<file path="config.mk">
export PLATFORM = sky130hd
export DESIGN_NAME = imem_loader
export DESIGN_NICKNAME = d
export VERILOG_FILES = /design/src/rtl/imem_loader.sv
export SDC_FILE = /design/constraint.sdc
export NUM_CORES = 1
export LEC_CHECK = 0
export CORE_UTILIZATION = 57
export CTS_CLUSTER_SIZE = 20
export DETAILED_ROUTE_END_ITERATION = 6
export PLACE_DENSITY_LB_ADDON = 0.05
export SYNTH_ARGS = -nofsm -noshare
export SYNTH_HDL_FRONTEND = slang
export SYNTH_SLANG_ARGS = --single-unit
</file>
<file path="constraint.sdc">
create_clock -name clk -period 5.2 [get_ports clk]
set_clock_uncertainty 0.15 [all_clocks]
set_input_delay 1.04 -clock clk [delete_from_list [all_inputs] [get_ports clk]]
set_output_delay 1.04 -clock clk [all_outputs]
set_load 0.02 [all_outputs]
</file>
<file path="src/rtl/imem_loader.sv">
// rtl/imem_loader.sv - loads instruction RAM from a byte stream (count, LE words, XOR checksum)
// and holds the core in reset until a checksum-verified load completes.
module imem_loader #(
  parameter int N  = 32,
  parameter int AW = 6
) (
  input  logic          clk,
  input  logic          reset,
  input  logic          start,
  input  logic          byte_valid,
  input  logic [7:0]    byte_data,
  output logic          byte_ready,
  output logic          wr_en,
  output logic [AW-1:0] wr_addr,
  output logic [N-1:0]  wr_data,
  output logic          cpu_reset,
  output logic          busy,
  output logic          done,
  output logic          err
);

  localparam int BPW = N / 8;
  localparam int BW  = (BPW > 1) ? $clog2(BPW) : 1;
  localparam logic [AW:0] DEPTH = {1'b1, {AW{1'b0}}};

  typedef enum logic [2:0] {IDLE, COUNT, DATA, CHECK, DONE, ERR} state_t;

  state_t        state, state_next;
  logic [AW:0]   words_left;
  logic [BW-1:0] byte_idx;
  logic [7:0]    xsum;
  logic [N-9:0]  shreg;
  logic [N-1:0]  word_next;
  logic          take, last_byte, count_bad, next_busy;

  assign byte_ready = (state == COUNT) || (state == DATA) || (state == CHECK);
  assign take       = byte_valid && byte_ready;
  assign last_byte  = (byte_idx == BW'(BPW - 1));
  assign count_bad  = int'(byte_data) > (1 << AW);
  // Earlier bytes sit in the low positions, so the newest byte lands on top.
  assign word_next  = {byte_data, shreg};
  assign next_busy  = (state_next == COUNT) || (state_next == DATA) || (state_next == CHECK);

  always_ff @(posedge clk) begin
    if (reset) state <= IDLE;
    else       state <= state_next;
  end

  always_comb begin
    state_next = state;
    case (state)
      IDLE, DONE, ERR: if (start) state_next = COUNT;
      COUNT:           if (take) state_next = count_bad ? ERR : DATA;
      DATA:            if (take && last_byte && words_left == (AW+1)'(1)) state_next = CHECK;
      CHECK:           if (take) state_next = (byte_data == xsum) ? DONE : ERR;
      default:         state_next = IDLE;
    endcase
  end

  always_ff @(posedge clk) begin
    if (reset) begin
      wr_en      <= 1'b0;
      wr_addr    <= '0;
      wr_data    <= '0;
      cpu_reset  <= 1'b1;
      busy       <= 1'b0;
      done       <= 1'b0;
      err        <= 1'b0;
      words_left <= '0;
      byte_idx   <= '0;
      xsum       <= '0;
      shreg      <= '0;
    end else begin
      wr_en     <= 1'b0;
      busy      <= next_busy;
      done      <= (state_next == DONE);
      err       <= (state_next == ERR);
      cpu_reset <= (state_next != DONE);
      // Address advances the edge after the write strobe; a full load wraps back to 0.
      if (wr_en) wr_addr <= wr_addr + 1'b1;
      case (state)
        COUNT: if (take) begin
          words_left <= (byte_data == 8'd0) ? DEPTH : (AW+1)'(byte_data);
          byte_idx   <= '0;
          wr_addr    <= '0;
          xsum       <= byte_data;
        end
        DATA: if (take) begin
          xsum  <= xsum ^ byte_data;
          shreg <= word_next[N-1:8];
          if (last_byte) begin
            byte_idx   <= '0;
            wr_en      <= 1'b1;
            wr_data    <= word_next;
            words_left <= words_left - 1'b1;
          end else begin
            byte_idx <= byte_idx + 1'b1;
          end
        end
        default: ;
      endcase
    end
  end

endmodule

</file>
Word-level counts from Yosys, hierarchy flattened
Index checks and enable logic that the tools add are counted.
{"block": "word_totals", "register_bits": 87, "out_inout_bits": 44}
{"block": "op_classes", "n_addsub": 3, "magnitude_cmp": 1, "eq_ne": 17, "muxes": 23, "bitwise_logic": 3, "reduce_logical": 16}
{"operator": "7-bit two-way mux", "count": 4}
{"operator": "6-bit two-way mux", "count": 3}
{"operator": "8-bit two-way mux", "count": 2}
{"operator": "8-bit case mux with 2 select lines", "count": 1}
{"operator": "3-bit two-way mux", "count": 5}
{"operator": "7-bit case mux with 2 select lines", "count": 1}
{"operator": "3-bit by 2-bit == test with 1-bit output (second input constant)", "count": 4}
{"operator": "3-bit == test (second input constant)", "count": 4}
{"operator": "3-bit case mux with 4 select lines", "count": 1}
{"operator": "8-bit == test", "count": 1}
{"operator": "8-bit by 7-bit > comparator with 1-bit output (second input constant)", "count": 1}
{"operator": "8-bit logical NOT", "count": 1}
{"operator": "8-bit XOR", "count": 1}
{"operator": "7-bit by 1-bit == test with 1-bit output (second input constant)", "count": 1}
{"operator": "7-bit by 1-bit subtractor with 7-bit output (second input constant)", "count": 1}
{"operator": "6-bit by 1-bit adder with 6-bit output (second input constant)", "count": 1}
{"operator": "3-bit by 1-bit == test with 1-bit output (second input constant)", "count": 2}
{"operator": "2-bit two-way mux", "count": 3}
{"operator": "2-bit != test (second input constant)", "count": 3}
{"operator": "3-bit AND reduction", "count": 2}
{"operator": "3-bit OR reduction", "count": 2}
{"operator": "1-bit logical OR", "count": 4}
{"operator": "2-bit case mux with 2 select lines", "count": 1}
{"operator": "4-bit AND reduction", "count": 1}
{"operator": "9 further kinds", "count": 13}

Longest topological paths before layout
{"block": "depth", "word_depth": 11, "ltp_mapped": 8}

Worst setup path after synthesis
OpenSTA, ideal clock, no wires.
{"block": "synth_timing", "kind": "input port to flip-flop", "from": "input port byte_data[7]", "to": "register busy", "t_arrival_ns": 2.413, "required_time_ns": 4.924, "slack_ns": 2.511, "cell_stages": 6, "path_buffers": 1, "cell_sequence": "buf_6 or4_4 o22a_1 o31a_1 nor3_4 a21oi_1"}
{"block": "synth_via", "elab_chain_cells": 7, "elab_cells_between_ends": 12}
{"element": "from (decl)", "line": "11", "text": "input logic [7:0] byte_data,"}
{"element": "8-bit by 7-bit > comparator with 1-bit output / 8-bit == test (equally long branches)", "line": "39, 55"}
{"element": "3-bit two-way mux / 1-bit two-way mux (equally long branches)", "line": "53, 55"}
{"element": "3-bit two-way mux (on tied branches)", "line": "53, 55"}
{"element": "3-bit case mux with 4 select lines (*)", "line": "51", "text": "case (state)"}
{"element": "3-bit by 1-bit == test with 1-bit output / 3-bit by 2-bit == test with 1-bit output (equally long branches)", "line": "42", "text": "assign next_busy = (state_next == COUNT) || (state_next == DATA) || (state_next == CHECK);"}
{"element": "1-bit logical OR", "line": "42"}
{"element": "1-bit logical OR (*)", "line": "42"}
{"element": "to (signal assigned)", "line": "75", "text": "busy <= next_busy;"}
{"element": "to (decl)", "line": "17", "text": "output logic busy,"}
Mark *: on every way between the ends. The rest lies on a longest branch, timed or not.
A chain may end at the register's enable or synchronous reset.

Worst setup path in the final report
{"block": "layout_timing", "from": "register state[0]", "to": "output port byte_ready"}
{"block": "layout_via", "elab_chain_cells": 3, "elab_cells_between_ends": 5}
{"element": "from (decl)", "line": "28", "text": "state_t state, state_next;"}
{"element": "from (signal assigned)", "line": "46", "text": "else state <= state_next;"}
{"element": "3-bit by 1-bit == test with 1-bit output / 3-bit by 2-bit == test with 1-bit output (equally long branches)", "line": "36", "text": "assign byte_ready = (state == COUNT) || (state == DATA) || (state == CHECK);"}
{"element": "1-bit logical OR", "line": "36"}
{"element": "1-bit logical OR (*)", "line": "36"}
{"element": "to (decl)", "line": "12", "text": "output logic byte_ready,"}
Marks and branches as above.

==> results.toml <==
[run_status]
outcome = "complete, no violations"

[finish]
drive_gt1_share_pct = 5.118
final.fill_count = 499
final_nets = 519
most_common_library_cell_in_the_layout_ignoring_fill_and_taps = "sky130_fd_sc_hd__nand2_1"
number_of_standard_cells_in_the_layout_taps_in_and_fillers_out = 583
antennaDiodeCount = 0
area_growth_syn_to_layout_pct = 21.96
final_cell_mix = "140 x sky130_fd_sc_hd__nand2_1, 87 x sky130_fd_sc_hd__dfxtp_1, 72 x sky130_fd_sc_hd__a21oi_1, 54 x sky130_fd_sc_hd__clkdlybuf4s50_1, 39 x sky130_fd_sc_hd__nor2_1"

[synthesis]
synth-edff-count = 0
muxShareOfSynthArea_pct = 0.5612
synthXorXnorAreaFrac_pct = 3.192
yosys.area.top_type_share_pct = 48.82
synth.distinct_cells = 42
post_synthesis_compound_gate_area_fraction_pct = 16.84
syn_nets = 479
synth-warning-count = 0
synth_sequential_area_ratio_pct = 48.82
syn_area_mm2 = 0.003567
combinational_family_with_the_most_area_after_synthesis = "simple AND/OR/NAND/NOR gates"
synthDominantAreaCellType = "sky130_fd_sc_hd__dfxtp_1"
synth_top_flop_cell = "sky130_fd_sc_hd__dfxtp_1"
yosys-top-cells-area = "sky130_fd_sc_hd__dfxtp_1 49%, sky130_fd_sc_hd__nand2_1 15%, sky130_fd_sc_hd__a21oi_1 10%, sky130_fd_sc_hd__nor2_1 4.2%, sky130_fd_sc_hd__o21ai_0 3.4%"
post_synth_inst_count = 463
yosys_register_bits = 87
asyncSetResetFlopFracSynth_pct = 0
yosys.area_share.simple_pct = 25.22
post_synth.cell_area_avg_um2 = 7.704
post_synth_fa_ha_maj_area_fraction_pct = 1.403

[timing]
timing.final.hold_violations = 0
timing_worst_slew_pin_value_ns = 1.038
timing.setup.tns_ns = 0
finalCritPeriodShare_pct = 57.71
timing_max_transition_violations_final = 0
unrepaired_setup_endpoints_after_global_routing = "false"
final.min_clock_period_ns = 3.001
setup-violations-final = 0
maximum_operating_frequency_ghz = 0.3332
slew-limit-headroom_pct = 30.35

[cts]
cts_tree = "built"
worst_skew_pair.late_latency_ns = 0.34
clock_tree.htree_level_count = 3
cts_resized = 0
cts_max_path_buffers = 2
clkSlewWorstSetupHoldPaths_ns = 0.08
numClockSinks = 87
cts_hold_repair.buffers = 0
number_of_cts_inserted_buffers = 9
clock-root-buffer = "sky130_fd_sc_hd__clkbuf_8"
post_cts_buffers = 0

[min_path]
timing.hold.worst.class = "reg2reg"

[route]
avgViaCountPerCell = 5.395
drcViolationCount = 0
antenna_violating_nets_post_route = 0
drt_pass_1_iters = 4
final_routed_wirelength_um = 7489
vias = 3145
avg_wl_per_cell_um = 12.85
detail_route.iter0.violations = 256

[power_and_ir_drop]
static-leakage-power_nw = 1.487
peak_supply_drop_mv = 0.2131
pwr_density_cell_mw_per_mm2 = 299.6

[placed_design]
routability_driven_placement_congestion_ratio = 0.8631
detailedPlacementHpwl_um = 4948
placedCellCount = 567
buffer_ports.inserted = 55

[worst_setup_path]
critical_path.endpoint_type = "output port"
critPathBufInv = 1
critical_path_cell_sequence = "nor2_1 -> nor2_1 -> clkdlybuf4s50_1"
critPathCapture = "byte_ready"
timing.critical_path.arrival_ns = 1.81
worst-setup-path-type = "reg2out"
worst_reg_to_reg_setup_slack_ns = 2.71
critPathLaunchType = "flop"
critical_path.slowest_cell = "sky130_fd_sc_hd__clkdlybuf4s50_1"
cpLargestDelayFamily = "buffers and inverters"
cpMostUsedCell = "sky130_fd_sc_hd__nor2_1"
cp.depth = 3
rr_endpoint = "byte_idx[0]"
critical-path-max-stage-delay_ns = 0.61
beginning_of_the_worst_register_to_register_path = "state[1]"
worst-path-max-fanout = 12
worst_setup_path_startpoint = "state[0]"
timing.reg2reg.worst_path_depth = 5
worst-endpoint-required_ns = 4.01

[global_route]
antenna_found_initial = 0
first_global_vias = 2580
grt_first_pass_wirelength_um = 12090
grt_max_degree = 43
grt_overflow = 0
grt_usage_pct = 23.89

[floorplanning]
rows = 28
dieArea_mm2 = 0.006579
top_level_ports = 56
die_h_um = 81.11
floorplan.initialDensity_pct = 59.54
core_mm2 = 0.005991
floorplan.die.width_um = 81.11

[job]
reported_max_cap_violation_count = 0
## cell usage after synthesis (2+ instances only)
library cell and n:
sky130_fd_sc_hd__xnor2_1 2, sky130_fd_sc_hd__inv_1 3, sky130_fd_sc_hd__nand4_1 2, sky130_fd_sc_hd__dfxtp_1 87
sky130_fd_sc_hd__xor2_1 11, sky130_fd_sc_hd__mux2i_1 2, sky130_fd_sc_hd__buf_2 5, sky130_fd_sc_hd__nor2_1 40
sky130_fd_sc_hd__a22oi_1 2, sky130_fd_sc_hd__nor3_1 5, sky130_fd_sc_hd__clkbuf_1 25, sky130_fd_sc_hd__ha_1 4
sky130_fd_sc_hd__nand2_1 140, sky130_fd_sc_hd__a21oi_1 72, sky130_fd_sc_hd__nand2b_1 6, sky130_fd_sc_hd__a31oi_1 3
sky130_fd_sc_hd__nand3b_1 2, sky130_fd_sc_hd__o21ai_0 24, sky130_fd_sc_hd__nor2b_1 5
## power by group
group	leakage [nW]	internal [W]	switching [W]
combinational	0.673	0.0000414	0.0000613
sequential	0.703	0.000678	0.0000138
clock	0.111	0.000274	0.000235
## worst min path at each step
stage | start | to | slack (ns) | depth (start not counted)
after floorplan | shreg[0] | wr_data[0] | 0.28 | 2
after global placement | wr_data[5] | wr_data[5] | 0.29 | 2
after detailed placement | wr_data[9] | wr_data[9] | 0.30 | 2
after CTS | wr_data[9] | wr_data[9] | 0.31 | 2
after global routing | wr_data[5] | wr_data[5] | 0.32 | 2
final | wr_data[5] | wr_data[5] | 0.31 | 2
## logic make-up (layout without fill, tap and decap cells)
logic type / after synthesis / count (layout)
simple gates: 211 / 211
compound gates: 112 / 112
flops: 87 / 87
buf+inv: 34 / 79
xor+xnor: 13 / 13
fa+ha+maj: 4 / 4
mux: 2 / 2
## routing by layer
layer	wire length (um)	global-route usage [%]	up-vias
met5	0	0	-
li1	-	-	1612
met1	3711	33.96	1453
met3	285	4.157	8
met4	74	8.036	0
met2	3418	36.47	72
## tightest hold or removal path, stage by stage, from the launching register on
cell,delay (ns)
sky130_fd_sc_hd__dfxtp_1,0.32
sky130_fd_sc_hd__nand2_1,0.05
sky130_fd_sc_hd__a21oi_1,0.05
## sequential cells by signal, summed over array words and instances (netlist names)
signal	count
busy	1
byte_idx	2
cpu_reset	1
done	1
err	1
shreg	24
state	3
words_left	7
wr_addr	6
wr_data	32
wr_en	1
xsum	8
## per-stage QoR
stage | hold slack [ns] | total power (W) | worst slack (ns) | utilization [%] | instance area (um^2)
detailed placement | 0.2963 | 0.0008091 | 1.871 | 68.96 | 4131
CTS | 0.3095 | 0.001314 | 2.180 | 72.62 | 4350
floorplan | 0.2821 | 0.0007749 | 2.511 | - | 3567
global route | 0.3169 | 0.001356 | 2.074 | 72.62 | 4350
finish | 0.3062 | 0.001303 | 2.199 | 72.62 | 4350
global placement | 0.2937 | 0.0008061 | 1.898 | 68.96 | 4131
## layout make-up
| class | count | area (um^2) | share of cell area [%] |
|---|---|---|---|
| sequential | 87 | 1742 | 40.03 |
| multi-input combinational | 342 | 1702 | 39.11 |
| timing repair buffer | 60 | 583.1 | 13.40 |
| clock buffer | 10 | 127.6 | 2.934 |
| tap | 75 | 93.84 | 2.157 |
| clock inverter | 6 | 91.34 | 2.100 |
| inverter | 3 | 11.26 | 0.2588 |
Note: power is estimated with default switching activity, not from simulation.
